===== config.mk =====
export PLATFORM = sky130hd
export DESIGN_NAME = renkon_layer_sched
export DESIGN_NICKNAME = d
export VERILOG_FILES = /design/src/rtl/renkon_layer_sched.sv
export SDC_FILE = /design/constraint.sdc
export NUM_CORES = 2
export LEC_CHECK = 0
export CAP_MARGIN = 30
export CORE_MARGIN = 10
export CORE_UTILIZATION = 50
export CTS_BUF_LIST = sky130_fd_sc_hd__clkbuf_4 sky130_fd_sc_hd__clkbuf_8
export DETAILED_ROUTE_END_ITERATION = 8
export DONT_BUFFER_PORTS = 1
export PLACE_DENSITY = 0.62
export REMOVE_ABC_BUFFERS = 1
export SETUP_SLACK_MARGIN = 0.4
export SLEW_MARGIN = 25
export SYNTH_ARGS = -nofsm -noshare
export SYNTH_HDL_FRONTEND = slang
export SYNTH_SLANG_ARGS = --single-unit

===== constraint.sdc =====
create_clock -name clk -period 5.55 [get_ports clk]
set_input_delay 0.555 -clock clk [delete_from_list [all_inputs] [get_ports clk]]
set_output_delay 0.555 -clock clk [all_outputs]
set_load 0.005 [all_outputs]

===== src/rtl/renkon_layer_sched.sv =====
// Layer sequencer for the renkon conv engine.
// Walks the host-written descriptor table, one req/ack handshake per layer.
module renkon_layer_sched #(
   parameter  int N_LAYER = 8,
   parameter  int LWIDTH  = 16,
   parameter  int NFIELD  = 16,
   localparam int LW      = $clog2(N_LAYER),
   localparam int NW      = $clog2(N_LAYER + 1),
   localparam int FW      = $clog2(NFIELD)
) (
   input  logic                     clk,
   input  logic                     xrst,
   input  logic                     start,
   input  logic                     abort,
   input  logic [NW-1:0]            num_layer,
   input  logic                     cfg_we,
   input  logic [LW-1:0]            cfg_layer,
   input  logic [FW-1:0]            cfg_field,
   input  logic [LWIDTH-1:0]        cfg_wdata,
   input  logic                     ack,
   output logic                     req,
   output logic [NFIELD*LWIDTH-1:0] prm,
   output logic [LW-1:0]            cur_layer,
   output logic                     busy,
   output logic                     done
);

   typedef enum logic [2:0] {
      S_IDLE,
      S_LOAD,
      S_REQ,
      S_WAIT,
      S_DONE
   } state_t;

   state_t            state;
   logic [NW-1:0]     nl;
   logic [NW-1:0]     nl_in;
   logic              last;
   logic [LWIDTH-1:0] tbl [N_LAYER][NFIELD];

   assign nl_in = (num_layer > NW'(N_LAYER)) ? NW'(N_LAYER) : num_layer;
   assign last  = (NW'(cur_layer) == nl - NW'(1));
   assign busy  = (state != S_IDLE);

   always_ff @(posedge clk or negedge xrst) begin
      if (!xrst) begin
         state     <= S_IDLE;
         nl        <= '0;
         cur_layer <= '0;
         prm       <= '0;
         req       <= 1'b0;
         done      <= 1'b0;
         for (int i = 0; i < N_LAYER; i++)
            for (int j = 0; j < NFIELD; j++)
               tbl[i][j] <= '0;
      end else begin
         if (cfg_we)
            tbl[cfg_layer][cfg_field] <= cfg_wdata;
         if (abort && state != S_IDLE) begin
            state <= S_IDLE;
            req   <= 1'b0;
            done  <= 1'b0;
         end else begin
            unique case (state)
               S_IDLE: begin
                  if (start) begin
                     if (nl_in != '0) begin
                        cur_layer <= '0;
                        nl        <= nl_in;
                        state     <= S_LOAD;
                     end else begin
                        state <= S_DONE;
                     end
                  end
               end
               S_LOAD: begin
                  for (int f = 0; f < NFIELD; f++)
                     prm[f*LWIDTH +: LWIDTH] <= tbl[cur_layer][f];
                  req   <= 1'b1;
                  state <= S_REQ;
               end
               S_REQ: begin
                  req   <= 1'b0;
                  state <= S_WAIT;
               end
               S_WAIT: begin
                  if (ack) begin
                     if (last) begin
                        done  <= 1'b1;
                        state <= S_DONE;
                     end else begin
                        cur_layer <= cur_layer + LW'(1);
                        state     <= S_LOAD;
                     end
                  end
               end
               // zero-layer runs arrive with done low and spend one extra cycle here
               S_DONE: begin
                  if (done) begin
                     done  <= 1'b0;
                     state <= S_IDLE;
                  end else begin
                     done <= 1'b1;
                  end
               end
               default: state <= S_IDLE;
            endcase
         end
      end
   end

endmodule


==> impl_metrics.csv <==
group,metric,value,unit
run_status,status,"complete, no violations",
routing,firstDrtPassIters,5,
logic_synthesis,synth_largest_area_cell,"dfrtp_1",
sta,setup_viol,0,
die,dieArea,222000,sq um
place,place_ws,2.49,ns
worst_hold_path,hp-start,"cfg_wdata[6]",
sta,skew,0.0640,ns
grt,grt_max_degree,179,
place,gp_congestion,0.726,
power,vdd_ir_drop_max,0.289,mV
critical_path,cp.depth,1,
finish,syn2layout_area_growth,11.4,%
sta,maxSlewHeadroom,0.295,
grt,overflow,0,
finish,drive_above_1_share,0.527,
grt,antenna_found_initial,3,
grt,track_usage,0.224,
logic_synthesis,synth_cell_types,53,
critical_path,path_delay_family,"flip-flops",
clocking,tritoncts,"built",
logic_synthesis,synthTopCellsByArea,"dfrtp_1 (57%), mux2_2 (23%), mux4_2 (11%)",
critical_path,cp-start-kind,"flop",
grt,grt_pass1_wl,383000,um
sta,setup_slack,2.30,ns
critical_path,cp_slowest_cell,"dfrtp_4",
clocking,post_cts_resized,0,
job,cap_violations,0,
sta,fin_crit_sh,0.586,
clocking,cts_max_path_buffers,4,
grt,grt_pass1_vias,59863,
power,power_density,391,nW/um^2
critical_path,endpoint_kind,"primary output",
critical_path,rr_worst_depth,4,
clocking,ctsRootBufferMaster,"clkbuf_8",
sta,fmax,307,MHz
worst_hold_path,min_path_type,"in2reg",
logic_synthesis,yosysWarnings,0,
logic_synthesis,netlist_instances,6455,
sta,rsz0062_at_grt,"no",
routing,ant_nets,0,
critical_path,cp_cell_sequence,"buf_12",
routing,wl_per_cell,26.4,um
logic_synthesis,ys_seq_area_frac,0.570,
logic_synthesis,ys.flop_type,"dfrtp_1",
die,die_y,471,um
finish,nNetsFinal,6474,
place,port-buffer-count,0,
critical_path,crit_buf_inv,1,
routing,routed_via_density,5.84,
routing,wl,248000,um
logic_synthesis,synth-seq-cells,2316,
finish,final_util,0.560,
critical_path,slowest_delay,1.03,ns
logic_synthesis,synth_edf_count,0,
power,p_leak,52.0,nW
die,pin_count,295,
clocking,cts_buffers,406,
die,initial_utilization,0.503,
die,core,202000,sq um
clocking,clk_pin_slew,0.06,ns
routing,vias,54905,
logic_synthesis,synth_top_area_frac,0.570,
critical_path,critPathKind,"reg2out",
routing,detail_route.iter0.violations,2982,
worst_hold_path,min_to,"tbl[1398]",
critical_path,timing.rr.start,"cur_layer[1]",
critical_path,crit_path_max_fanout,59,
finish,fillers,16182,
die,rows,165,
critical_path,required,4.99,ns
critical_path,reg2reg_to,"prm[214]",
sta,slew_violations,0,
logic_synthesis,synth.avg_cell_area,15.7,sq um
logic_synthesis,async_flop_share,1.00,
sta,worstMarginPinSlew,1.05,ns
place,dp.final_hpwl,136000,um
clocking,worst_skew_pair.late_latency,1.09,ns
critical_path,rrSetupSlack,2.68,ns
logic_synthesis,synthesis.area,102000,sq um
clocking,htree_levels,5,
clocking,cts.sinks,2316,
routing,route.detailed.drc,0,
die,die_x,471,um
critical_path,arrival,2.70,ns
worst_hold_path,hold_depth,2,
sta,finalCriticalPeriod,3.25,ns
sta,hold_violations,0,
[worst max path at each step]
stage | startpoint | endpoint | slack [ns]
after floorplan | cur_layer[0] | cur_layer[0] | -15.55
after global placement | cfg_field[3] | tbl[1260] | 2.51
after detailed placement | cur_layer[0] | prm[10] | 2.49
after CTS | cur_layer[0] | cur_layer[0] | 2.12
after global routing | cur_layer[0] | cur_layer[0] | 2.17
final | cur_layer[1] | cur_layer[1] | 2.30
[per-layer routing]
layer / wire [um] / up-vias / track usage
li1: - / 23643 / -
met1: 109000 / 29877 / 0.304
met2: 120000 / 1028 / 0.366
met3: 12800 / 357 / 0.0477
met4: 5660 / 0 / 0.0620
met5: 0 / - / 0
[metrics by stage]
step                      hold slack (ns)  setup TNS (ns)  power, mW  instance area, sq um  std cells
after CTS                          0.0104               0       45.0                113000       9395
final                              0.0659               0       44.2                113000       9407
after global placement              0.482               0       27.9                104000       8650
after detailed placement            0.488               0       28.2                104000       8663
after global routing               0.0437               0       46.7                113000       9399
after floorplan                     0.259        -4079.10       25.2                 98900       5878
[cells in the mapped netlist (2+ instances only)]
cell      count
nand2b_1      3
o21a_1        2
nor2b_1       4
nor2_2       81
buf_1        20
and3_1        6
mux2_2     2051
and2_1        2
dfrtp_1    2316
nand2_4       8
nand3_2       3
clkbuf_2      2
buf_2       115
o21ai_0       8
buf_4        80
buf_6        13
clkbuf_1    347
mux4_2      512
mux2i_1     257
xor2_1        2
inv_1         6
ha_1          2
a31oi_1       2
or3b_2        2
and3b_1       4
nand3b_1      3
nor3b_2       2
nand4_1       2
o221ai_1      2
nor2_1      262
nand2_2      46
nand2_1       9
nor3_1        3
a21oi_1     257
nor3b_1       3
[what timing repair did]
| item | 4_1_cts | 5_1_grt |
|---|---|---|
| buffers inserted | 0 | 0 |
| endpoints found under the setup margin | 0 | 0 |
| hold buffers | 37 | 0 |
| endpoints found under the hold margin | 2295 | 0 |
[registers in the layout, summed over array words and instances, names as in the netlist]
register,count
state,3
done,1
tbl,2048
nl,4
req,1
prm,256
cur_layer,3
[area by class of cell]
class	count	area (sq um)	area share
antenna	9	22.5	0.000199
clock buffer	660	8180	0.0723
inverter	6	22.5	0.000199
tap	2672	3340	0.0295
clock inverter	35	273	0.00241
timing repair buffer	153	2150	0.0190
sequential	2316	58000	0.512
multi-input combinational	3556	41200	0.364
[where the power goes]
group          switching [mW]  internal [mW]  leakage, nW
Combinational            3.61           3.55         16.4
Sequential               1.72           19.1         31.1
Clock                    6.86           9.37         4.52
Total                    12.2           32.0         52.0
[cell families (layout without fill, tap and decap cells)]
logic type / count (synthesis) / in the layout / synth area share
muxes: 2820 / 2820 / 0.366
adders and majority gates: 2 / 2 / 0.000246
DFF: 2316 / 2316 / 0.570
AOI/OAI and AO/OA: 279 / 279 / 0.0142
xor gates and xnor gates: 2 / 2 / 0.000172
other: 0 / 9 / 0
buffers and inverters: 583 / 854 / 0.0269
and+or+nand+nor: 453 / 453 / 0.0225
[cell usage in the layout (no fill, tap or decap), drive strengths merged, types with 3 or more instances in the layout]
| cell type | netlist | final |
|---|---|---|
| a21oi | 257 | 257 |
| and3 | 6 | 6 |
| and3b | 4 | 4 |
| buf | 228 | 132 |
| bufinv | 0 | 3 |
| clkbuf | 349 | 660 |
| clkinv | 0 | 25 |
| clkinvlp | 0 | 5 |
| dfrtp | 2316 | 2316 |
| diode | 0 | 9 |
| dlygate4sd3 | 0 | 21 |
| inv | 6 | 8 |
| mux2 | 2051 | 2051 |
| mux2i | 257 | 257 |
| mux4 | 512 | 512 |
| nand2 | 63 | 63 |
| nand2b | 3 | 3 |
| nand3 | 5 | 5 |
| nand3b | 3 | 3 |
| nor2 | 343 | 343 |
| nor2b | 4 | 4 |
| nor3 | 5 | 5 |
| nor3b | 5 | 5 |
| o21ai | 8 | 8 |
| or3b | 3 | 3 |
No activity file was read; power rests on OpenSTA's default activity.
